[src/rtl/pseudo_sensor_frame_ctrl_if.sv]
// Control/timing bundle for the pseudo sensor frame-timing controller.
//   start/stop/continuous/num_frames : run control from the software side
//   busy/sof/de/eol/eof/x/y          : frame timing toward the address generator
//   frame_done/frames_sent           : per-frame completion status
// master = run-control side, slave = the frame controller.
interface pseudo_sensor_frame_ctrl_if #(
  parameter int CNT_WIDTH = 12,
  parameter int FRM_WIDTH = 8
);
  logic                 start;
  logic                 stop;
  logic                 continuous;
  logic [FRM_WIDTH-1:0] num_frames;
  logic                 busy;
  logic                 sof;
  logic                 de;
  logic                 eol;
  logic                 eof;
  logic [CNT_WIDTH-1:0] x;
  logic [CNT_WIDTH-1:0] y;
  logic                 frame_done;
  logic [FRM_WIDTH-1:0] frames_sent;

  modport master (
    output start, stop, continuous, num_frames,
    input  busy, sof, de, eol, eof, x, y, frame_done, frames_sent
  );

  modport slave (
    input  start, stop, continuous, num_frames,
    output busy, sof, de, eol, eof, x, y, frame_done, frames_sent
  );
endinterface

[src/rtl/pseudo_sensor_frame_ctrl.sv]
// Frame-timing controller for the pseudo sensor: sequences H_ACTIVE x V_ACTIVE
// synthetic frames with horizontal/vertical blanking, emitting sof/de strobes
// for the linear address generator and frame-buffer read path.
// Ports:
//   p_clk  : pixel clock
//   srst_p : synchronous active-high reset
//   bus    : control/timing bundle (slave side), see pseudo_sensor_frame_ctrl_if
module pseudo_sensor_frame_ctrl #(
  parameter int H_ACTIVE  = 32,
  parameter int V_ACTIVE  = 32,
  parameter int H_BLANK   = 8,
  parameter int V_BLANK   = 16,
  parameter int CNT_WIDTH = 12,
  parameter int FRM_WIDTH = 8
) (
  input  logic                        p_clk,
  input  logic                        srst_p,
  pseudo_sensor_frame_ctrl_if.slave   bus
);

  localparam logic [CNT_WIDTH-1:0] H_LAST  = CNT_WIDTH'(H_ACTIVE - 1);
  localparam logic [CNT_WIDTH-1:0] V_LAST  = CNT_WIDTH'(V_ACTIVE - 1);
  localparam logic [CNT_WIDTH-1:0] HB_LAST = CNT_WIDTH'(H_BLANK - 1);
  localparam logic [CNT_WIDTH-1:0] VB_LAST = CNT_WIDTH'(V_BLANK - 1);

  typedef enum logic [2:0] {
    S_IDLE,
    S_SOF,
    S_ACTIVE,
    S_HBLANK,
    S_VBLANK
  } state_t;

  state_t               state_q, state_d;
  logic [CNT_WIDTH-1:0] cnt_q;       // x in ACTIVE, blank-cycle count in HBLANK/VBLANK
  logic [CNT_WIDTH-1:0] y_q;
  logic [FRM_WIDTH-1:0] frames_q;
  logic [FRM_WIDTH-1:0] nfrm_q;
  logic                 cont_q;
  logic                 stop_pend_q;

  logic                 stop_now;
  logic                 more_frames;
  logic [FRM_WIDTH:0]   frames_inc;

  // State and counter registers
  always_ff @(posedge p_clk) begin
    if (srst_p) begin
      state_q     <= S_IDLE;
      cnt_q       <= '0;
      y_q         <= '0;
      frames_q    <= '0;
      nfrm_q      <= '0;
      cont_q      <= 1'b0;
      stop_pend_q <= 1'b0;
    end else begin
      state_q <= state_d;

      // Every state change restarts the shared counter at zero.
      if (state_d != state_q || state_q == S_IDLE)
        cnt_q <= '0;
      else
        cnt_q <= cnt_q + CNT_WIDTH'(1);

      if (state_q == S_HBLANK && state_d == S_ACTIVE)
        y_q <= y_q + CNT_WIDTH'(1);
      else if (!(state_d == S_ACTIVE || state_d == S_HBLANK))
        y_q <= '0;

      if (state_q == S_IDLE && bus.start) begin
        cont_q   <= bus.continuous;
        nfrm_q   <= (bus.num_frames == '0) ? FRM_WIDTH'(1) : bus.num_frames;
        frames_q <= '0;
      end else if (state_q == S_VBLANK && cnt_q == VB_LAST) begin
        frames_q <= frames_q + FRM_WIDTH'(1);
      end

      if (state_d == S_IDLE)
        stop_pend_q <= 1'b0;
      else if (state_q != S_IDLE && bus.stop)
        stop_pend_q <= 1'b1;
    end
  end

  // Next-state logic
  always_comb begin
    state_d     = state_q;
    // A stop arriving on the final VBLANK cycle still ends the run.
    stop_now    = stop_pend_q | bus.stop;
    frames_inc  = {1'b0, frames_q} + (FRM_WIDTH + 1)'(1);
    more_frames = frames_inc < {1'b0, nfrm_q};
    case (state_q)
      S_IDLE:   if (bus.start) state_d = S_SOF;
      S_SOF:    state_d = S_ACTIVE;
      S_ACTIVE: begin
        if (cnt_q == H_LAST)
          state_d = (y_q == V_LAST) ? S_VBLANK : S_HBLANK;
      end
      S_HBLANK: if (cnt_q == HB_LAST) state_d = S_ACTIVE;
      S_VBLANK: begin
        if (cnt_q == VB_LAST) begin
          if (stop_now)         state_d = S_IDLE;
          else if (cont_q)      state_d = S_SOF;
          else if (more_frames) state_d = S_SOF;
          else                  state_d = S_IDLE;
        end
      end
      default:  state_d = S_IDLE;
    endcase
  end

  // Moore output decode from registered state and counters
  always_comb begin
    bus.busy        = (state_q != S_IDLE);
    bus.sof         = (state_q == S_SOF);
    bus.de          = (state_q == S_ACTIVE);
    bus.eol         = 1'b0;
    bus.eof         = 1'b0;
    bus.x           = '0;
    bus.y           = '0;
    bus.frame_done  = 1'b0;
    bus.frames_sent = frames_q;
    if (state_q == S_ACTIVE) begin
      bus.x   = cnt_q;
      bus.eol = (cnt_q == H_LAST);
      bus.eof = (cnt_q == H_LAST) && (y_q == V_LAST);
    end
    if (state_q == S_ACTIVE || state_q == S_HBLANK)
      bus.y = y_q;
    if (state_q == S_VBLANK)
      bus.frame_done = (cnt_q == VB_LAST);
  end

endmodule

[src/flat_wrapper.sv]
// flat-port wrapper written by rule: the top's interface ports become plain ports
module pseudo_sensor_frame_ctrl_flat 
#(
  parameter int H_ACTIVE  = 32,
  parameter int V_ACTIVE  = 32,
  parameter int H_BLANK   = 8,
  parameter int V_BLANK   = 16,
  parameter int CNT_WIDTH = 12,
  parameter int FRM_WIDTH = 8
)
  (p_clk, srst_p, bus_start, bus_stop, bus_continuous, bus_num_frames, bus_busy, bus_sof, bus_de, bus_eol, bus_eof, bus_x, bus_y, bus_frame_done, bus_frames_sent);
  pseudo_sensor_frame_ctrl_if #(.CNT_WIDTH(CNT_WIDTH), .FRM_WIDTH(FRM_WIDTH)) bus_i ();
  input  logic p_clk;
  input  logic srst_p;
  input wire logic [$bits(bus_i.start)-1:0] bus_start;
  input wire logic [$bits(bus_i.stop)-1:0] bus_stop;
  input wire logic [$bits(bus_i.continuous)-1:0] bus_continuous;
  input wire logic [$bits(bus_i.num_frames)-1:0] bus_num_frames;
  output wire logic [$bits(bus_i.busy)-1:0] bus_busy;
  output wire logic [$bits(bus_i.sof)-1:0] bus_sof;
  output wire logic [$bits(bus_i.de)-1:0] bus_de;
  output wire logic [$bits(bus_i.eol)-1:0] bus_eol;
  output wire logic [$bits(bus_i.eof)-1:0] bus_eof;
  output wire logic [$bits(bus_i.x)-1:0] bus_x;
  output wire logic [$bits(bus_i.y)-1:0] bus_y;
  output wire logic [$bits(bus_i.frame_done)-1:0] bus_frame_done;
  output wire logic [$bits(bus_i.frames_sent)-1:0] bus_frames_sent;
  assign bus_i.start = bus_start;
  assign bus_i.stop = bus_stop;
  assign bus_i.continuous = bus_continuous;
  assign bus_i.num_frames = bus_num_frames;
  assign bus_busy = bus_i.busy;
  assign bus_sof = bus_i.sof;
  assign bus_de = bus_i.de;
  assign bus_eol = bus_i.eol;
  assign bus_eof = bus_i.eof;
  assign bus_x = bus_i.x;
  assign bus_y = bus_i.y;
  assign bus_frame_done = bus_i.frame_done;
  assign bus_frames_sent = bus_i.frames_sent;
  pseudo_sensor_frame_ctrl #(.H_ACTIVE(H_ACTIVE), .V_ACTIVE(V_ACTIVE), .H_BLANK(H_BLANK), .V_BLANK(V_BLANK), .CNT_WIDTH(CNT_WIDTH), .FRM_WIDTH(FRM_WIDTH)) u_core (.p_clk(p_clk), .srst_p(srst_p), .bus(bus_i));
endmodule
[config.mk]
export PLATFORM = sky130hd
export DESIGN_NAME = pseudo_sensor_frame_ctrl_flat
export DESIGN_NICKNAME = d
export VERILOG_FILES = /design/src/rtl/pseudo_sensor_frame_ctrl_if.sv /design/src/rtl/pseudo_sensor_frame_ctrl.sv /design/src/flat_wrapper.sv
export SDC_FILE = /design/constraint.sdc
export NUM_CORES = 1
export LEC_CHECK = 0
export CAP_MARGIN = 10
export CELL_PAD_IN_SITES_DETAIL_PLACEMENT = 2
export CELL_PAD_IN_SITES_GLOBAL_PLACEMENT = 2
export CORE_ASPECT_RATIO = 1.25
export CORE_UTILIZATION = 27
export CTS_CLUSTER_DIAMETER = 40
export CTS_CLUSTER_SIZE = 14
export DETAILED_ROUTE_END_ITERATION = 8
export PLACE_DENSITY = 0.85
export SYNTH_ARGS = -nofsm -noshare
export SYNTH_HDL_FRONTEND = slang
export SYNTH_SLANG_ARGS = --single-unit
[constraint.sdc]
create_clock -name p_clk -period 2.35 [get_ports p_clk]
set_input_delay 0.3525 -clock p_clk [delete_from_list [all_inputs] [get_ports p_clk]]
set_output_delay 0.3525 -clock p_clk [all_outputs]
set_load 0.02 [all_outputs]
# == After elaboration in Yosys (flattened, before gate mapping) ==
# Index checks and enable logic that the tools add are counted.
# Widths: inputs -> output; s select.
# totals
output_inout_bits,38
in_bits,13
regBits,45
word_cells,57
# op_classes
order_cmp,1
reduce_logical,15
muxes,17
eq_ne,12
n_bitwise,1
n_addsub,4
# op_table
cell,n
$mux 12,4
$add 12x1->12 const B,2
$eq 12x5->1 const B,2
$mux 3,7
$pmux 3 s5,1
$eq 12x3->1 const B,1
$eq 12x4->1 const B,1
$eq 3x2->1 const B,4
$add 8x1->9 const B,1
$lt 9x8->1,1
$add 8x1->8 const B,1
$logic_not 8->1,1
$mux 8,1
$logic_not 3->1,2
$reduce_or 2->1,3
$logic_and 1x1->1,5
$mux 1,4
$eq 3x1->1 const B,1
$eq 3x3->1 const B,1
$logic_or 1x1->1,3
$ne 3x3->1,1
$reduce_bool 3->1,1
$ne 2x1->1 const B,1
$or 1x1->1,1

# == Logic depth before layout (Yosys ltp) ==
# depth
depth_word,11
mapped_depth,11
depth_no_buf,11

# == Least setup slack after synthesis ==
# Ideal clock, no wire load.
# synth_path
kind,register -> register
from,"register u_core.frames_q[0], in the netlist u_core.bus.frames_sent[0]"
to,register u_core.cnt_q[3]
setup_time_ns,0.122
path_buffers,0
path_stages_with_launch,12
arrival_ns,2.393
required_ns,2.228
synth_period_minus_slack_ns,2.515
slack_ns,-0.165
path_cell_list,dfxtp_1 -> ha_1 -> and3_1 -> nand3_1 -> xnor2_1 -> ha_1 -> a21oi_1 -> a21boi_0 -> o31ai_1 -> nand4_1 -> a21oi_2 -> nor3_1
# synth_via
elab_chain_len,10
# synth_rtl
element,line,text
start: declaration,pseudo_sensor_frame_ctrl.sv:37,logic [FRM_WIDTH-1:0] frames_q;
start signal: assignment,pseudo_sensor_frame_ctrl.sv:75,frames_q <= frames_q + FRM_WIDTH'(1);
$add 8x1->9,pseudo_sensor_frame_ctrl.sv:90,"frames_inc = {1'b0, frames_q} + (FRM_WIDTH + 1)'(1);"
net u_core.frames_inc[6],pseudo_sensor_frame_ctrl.sv:44,logic [FRM_WIDTH:0] frames_inc;
$lt 9x8->1,pseudo_sensor_frame_ctrl.sv:91,"more_frames = frames_inc < {1'b0, nfrm_q};"
$mux 1,pseudo_sensor_frame_ctrl.sv:104,else if (more_frames) state_d = S_SOF;
$mux 3,pseudo_sensor_frame_ctrl.sv:103,else if (cont_q) state_d = S_SOF;
$mux 3,pseudo_sensor_frame_ctrl.sv:102,if (stop_now) state_d = S_IDLE;
$mux 3,pseudo_sensor_frame_ctrl.sv:101,if (cnt_q == VB_LAST) begin
$pmux 3 s5,pseudo_sensor_frame_ctrl.sv:92,case (state_q)
$ne 3x3->1,pseudo_sensor_frame_ctrl.sv:60,if (state_d != state_q || state_q == S_IDLE)
$logic_or 1x1->1,pseudo_sensor_frame_ctrl.sv:60,
$reduce_or 2->1 (no source line),-,
end signal: assignment,pseudo_sensor_frame_ctrl.sv:63,cnt_q <= cnt_q + CNT_WIDTH'(1);
end: declaration,pseudo_sensor_frame_ctrl.sv:35,logic [CNT_WIDTH-1:0] cnt_q;
# The timed path passes the listed nets, and every way through them passes these cells.
# A chain may end at the register's enable or synchronous reset.

# == Final worst setup path ==
# layout_path
from,"register u_core.frames_q[1], in the netlist u_core.bus.frames_sent[1]"
to,register u_core.cnt_q[5]
# Same word-level chain as after synthesis.

==> impl_metrics.toml <==
[global_routing]
gr-max-usage-layer = "met2"
grt_max_degree = 14
grt_pass1_vias = 3105
grtUsageMet1_pct = 21.3
grt_use_met2_pct = 39.3
grt_overflow = 0
grt_pass1_wl_um = 15600
grt_antenna_before_repair = 0
met3_usage_pct = 3.57
grt_usage_pct = 21.0

[critical_path]
reg2reg_depth = 10
crit_arrival_ns = 2.69
crit_family = "simple AND/OR/NAND/NOR gates"
start_kind = "flip-flop"
worst_setup_path_end_kind = "flip-flop"
cpMostUsedCell = "and3_4"
cpPeakStageDelay_ns = 0.37
crit_type = "reg -> reg"
crit_chain = "and3_4, and3_4, nand3_2, xnor2_2, ha_1, a21boi_1, o31ai_2, nand4_1, a21oi_4, nor3_2"
critPathSlowestCell = "dfxtp_4"
path_max_fanout = 4
required_ns = 2.53
reg2reg_slack_ns = -0.16
worstSetupStartpoint = "u_core.bus.frames_sent[1]"
rr_endpoint = "u_core.cnt_q[5]"
path_buf_inv = 0
worstReg2RegStart = "u_core.bus.frames_sent[1]"

[die]
rows = 39
die_area_mm2 = 0.00984
coreArea_mm2 = 0.00917
ios = 51
die_h_um = 111
die_w_um = 88.9
initial_core_util_pct = 27.8

[cts]
cts_root_buffer = "clkbuf_16"
cts_tree = "done"
cts_buffers = 5
cts.sinks = 45
cts_max_level = 2
clk_path_buf_depth = 2
clk_latency_ns = 0.29
clkTransAtPathRegs_ns = 0.06

[timing]
rsz0062_at_grt = "true"
max_slew_margin_pct = 64.8
setup_viol = 6
clock_skew_ns = 0.00340
fin_hold_ws_ns = 0.457
report.final.slew_viol_count = 0
setup_slack_ns = -0.163
finalCritPeriodShare_pct = 107
finalHoldViolations = 0
fin_crit_ns = 2.51
timing.fmax_mhz = 398
tightestPinTransition_ns = 0.526

[synthesis]
postSynthNetCount = 346
ys.flop_type = "dfxtp_1"
yosys.cell_count.top_type = "dfxtp_1"
async_reset_ff_share_pct = 0
synth_warnings = 0
ys_ff_latch = 45
synth_common_cells = "dfxtp_1 (45), nand2_1 (41), nor2_1 (34)"
syn_inst = 323
yosysTopAreaCell = "dfxtp_1"
synth-edff-count = 0
avgSynthCellArea_um2 = 7.90
syn-cell-area_mm2 = 0.00255
synth_top_area_share_pct = 35.3
ys_types = 43
yosys-top-cells-area = "dfxtp_1 (35%), and2_1 (6.9%), nand2_1 (6.0%)"
synth_sequential_area_ratio_pct = 35.3

[final_layout]
antennaDiodeCount = 0
fill_cells = 1079
syn2layout_area_growth_pct = 50.5
drive_gt1_share_pct = 22.6
fin_area_mm2 = 0.00384
fin_util_pct = 41.9
nets = 443

[drt]
first_iter_violations = 68
dr.pass1.iters = 4
wire_per_inst_um = 19.0
drc = 0
vias_per_cell = 5.02
detail-route-antenna-nets = 0
vias = 2728
wirelength_um = 10300

[run]
timing.max_cap.violations = 0

[min_path]
worstHoldEndpoint = "u_core.nfrm_q[3]"
min_from = "u_core.nfrm_q[3]"
hold_class = "reg -> reg"
whs_path_depth = 2

[place]
portBuffers = 50
globalplace.congestion = 0.733
place_area_mm2 = 0.00350
place_hpwl_um = 7170

[run_status]
status = "complete, but fails checks"
violations = "negative setup slack"

[power_and_ir_drop]
p_leak_uw = 0.00150
p_per_area_mw_per_mm2 = 443
peakVddDrop_uv = 262
## report_power, final
group / total (µW) / switching [µW] / internal, µW / leakage [µW]
Combinational: 201 / 121 / 79.9 / 0.00106
Clock: 716 / 297 / 418 / 0.0000700
Sequential: 786 / 9.98 / 776 / 0.000366
## sequential cells by signal (all words and copies together), names as in the netlist
signal,flops
u_core.cnt_q,12
u_core.y_q,12
u_core.bus.frames_sent,8
u_core.nfrm_q,8
u_core.state_q,3
u_core.cont_q,1
u_core.stop_pend_q,1
## how the worst max path moves through the flow
stage	endpoint	slack, ns	depth (start not counted)
2_1_floorplan	u_core.cnt_q[3]	0.02	11
3_3_place_gp	bus_eof	-0.22	4
3_5_place_dp	u_core.cnt_q[3]	-0.29	11
4_1_cts	u_core.cnt_q[5]	-0.17	11
5_1_grt	u_core.cnt_q[5]	-0.29	10
6_report	u_core.cnt_q[5]	-0.16	10
## worst register-to-register path, cell delays in order, from the launching register on
cell and delay (ns):
dfxtp_4 0.37, and3_4 0.19, and3_4 0.22, nand3_2 0.10, xnor2_2 0.17, ha_1 0.34
a21boi_1 0.16, o31ai_2 0.26, nand4_1 0.25, a21oi_4 0.29, nor3_2 0.07
## logic make-up (layout without fill, tap and decap cells)
kind of cell / Yosys count / count (layout) / share of synthesized area [%]
AO/OA/AOI/OAI: 51 / 51 / 12.4
XOR/XNOR: 24 / 24 / 8.24
adder cells (fa/ha/maj): 10 / 10 / 4.90
buffers and inverters: 22 / 119 / 3.92
flip-flops: 45 / 45 / 35.3
multiplexers: 1 / 1 / 0.392
AND/OR/NAND/NOR: 170 / 170 / 34.8
## layout by cell type (no fill, tap or decap), types with 2 or more instances in the layout
master           count
nor3_4               3
nand4_1              8
nor3_2               4
ha_1                 8
or3_1                2
dfxtp_1             42
nor4_1               3
a31oi_1              2
xor2_1              15
and3_4               3
nor3_1               8
and4_1               2
nand3_1             10
nor2_1              33
nor2_2               2
clkbuf_16            5
nand2_1             41
clkdlybuf4s50_1     47
xnor2_1              6
ha_4                 2
o21ai_1             14
nand2b_1             4
a21oi_1             13
nor2b_1              4
inv_1               10
xnor2_2              2
and3_1               4
nor4b_1              2
a211oi_1             2
or4_4                2
and2_1              28
buf_4               52
dfxtp_4              2
a21oi_2              2
o21ai_0              7
## what timing repair did
action	CTS	global route
pin swaps	12	7
endpoints found under the setup margin	26	27
gates resized for setup	40	6
hold endpoints to repair	0	0
setup buffers	3	5
hold buffers	0	0
## per-stage QoR
step	setup TNS, ns	cells	setup WS (ns)	power, µW
2_1_floorplan	0	323	0.0161	903
3_3_place_gp	-0.760	528	-0.222	972
3_5_place_dp	-1.86	528	-0.290	983
4_1_cts	-0.670	538	-0.172	1700
5_1_grt	-1.36	543	-0.293	1760
6_report	-0.712	543	-0.163	1700
## final cells by class
class | instances | area (µm²) | area share (%)
multi-input combinational | 256 | 1700 | 44.2
inverter | 11 | 43.8 | 1.14
sequential | 45 | 910 | 23.7
clock buffer | 7 | 143 | 3.71
tap | 123 | 154 | 4.01
timing repair buffer | 101 | 892 | 23.2
## metal layers
metal | up-vias | share of wire [%]
met5 | - | 0
met4 | 0 | 3.8
met3 | 27 | 2.8
met2 | 59 | 56
met1 | 1344 | 38
li1 | 1298 | -
Power figures use the tool's default switching activity.
==> patch: new RTL, same flow settings <==
Re-encode `state_t` (5 states) as one-hot, 5 bits wide.
--- a/src/rtl/pseudo_sensor_frame_ctrl.sv
+++ b/src/rtl/pseudo_sensor_frame_ctrl.sv
@@ -24,10 +24,10 @@
   localparam logic [CNT_WIDTH-1:0] VB_LAST = CNT_WIDTH'(V_BLANK - 1);
 
-  typedef enum logic [2:0] {
-    S_IDLE,
-    S_SOF,
-    S_ACTIVE,
-    S_HBLANK,
-    S_VBLANK
+  typedef enum logic [4:0] {
+    S_IDLE   = 5'b00001,
+    S_SOF    = 5'b00010,
+    S_ACTIVE = 5'b00100,
+    S_HBLANK = 5'b01000,
+    S_VBLANK = 5'b10000
   } state_t;
 
Function: same outputs for any inputs over 10 cycles, from zero or initial values and one cycle with srst_p high; not proved beyond that.
==> patch against the unedited design <==
- sequential cell count rose by 2
- maximum frequency up 8.1%
- worst setup slack improved by 190 ps
- die area rose by 5.7%
- area after synthesis up 5.8%
- cell area fell by 1.7%
- wire length is 2.8% lower
- sequential power rose by 4.7%
- critical path depth shrank 5
- combinational power fell by 25%
- hold slack improved by 50 ps
- power grew 6.2%
- first-iteration DRC count increased by 13%
- critical path type is now register to output pin
==> patch: results <==
set metrics [dict create \
    place_hpwl_mm 7.05 \
    outcome "finished, final reports clean" \
    synth_commonest_cells "nor2_1, dfxtp_1, nand2_1, xnor2_1, nand3_1" \
    crit_slowest_cell "or3b_4" \
    gp_congestion 0.798 \
    regArea_um2 948 \
    power_frac_seq_pct 45.5 \
    grt_max_degree 26 \
    drive_gt1_share_pct 26.6 \
    dpl_cell_area_um2 3580 \
    drtIter0Drc 77 \
    dp_cells 529 \
    dp_slack_ps -112 \
    worst_slew_pin_slew_ps 457 \
    final_nets 435 \
    internal_power_mw 1.38 \
    buf_share_pct 18.7 \
    multiInputGateArea_um2 1740 \
    crit_end "bus_eof" \
    whs_ps 508 \
    seq_area_frac_synth_pct 34.8 \
    clock_area_share_pct 4.47 \
    rrSetupSlack_ps 90 \
    num-nonclk-inverters 13 \
    r2r_start "u_core.bus.frames_sent[0]" \
    vias 2762 \
]
==> patch: cell count changes after synthesis, sizes merged, moves of 3 or more <==
cell	unedited run	this run
o21a	1	6
nand2	41	22
nor2	35	50
nor2b	5	12
a21oi	16	12
a311oi	1	4
mux2i	1	8
and2	28	13
nand2b	4	0
xnor2	8	16
xor2	16	9
nand4	8	5
o21ai	22	10
a211oi	2	5
==> patch: cells by family after synthesis <==
family,count (synthesis),synth area share (%)
fa+ha+maj,10,4.63
compound gates,53,14.6
mux,8,2.97
simple gates,159,30.5
flops,47,34.8
xor+xnor,25,8.11
buf+inv,26,4.36
==> patch: timing repair <==
item                                   CTS  global route
gates cloned                             0             1
endpoints found under the hold margin    0             0
setup endpoints to repair               33            20
pin swaps                                5             7
resized for setup                      121            28
buffers inserted                         0             1
==> patch: per-layer routing <==
| metal | track usage (%) | share of wire, % |
|---|---|---|
| met1 | 21.2 | 41 |
| met2 | 37.6 | 54 |
| met3 | 2.73 | 2.5 |
| met4 | 8.68 | 2.7 |
| met5 | 0 | 0 |
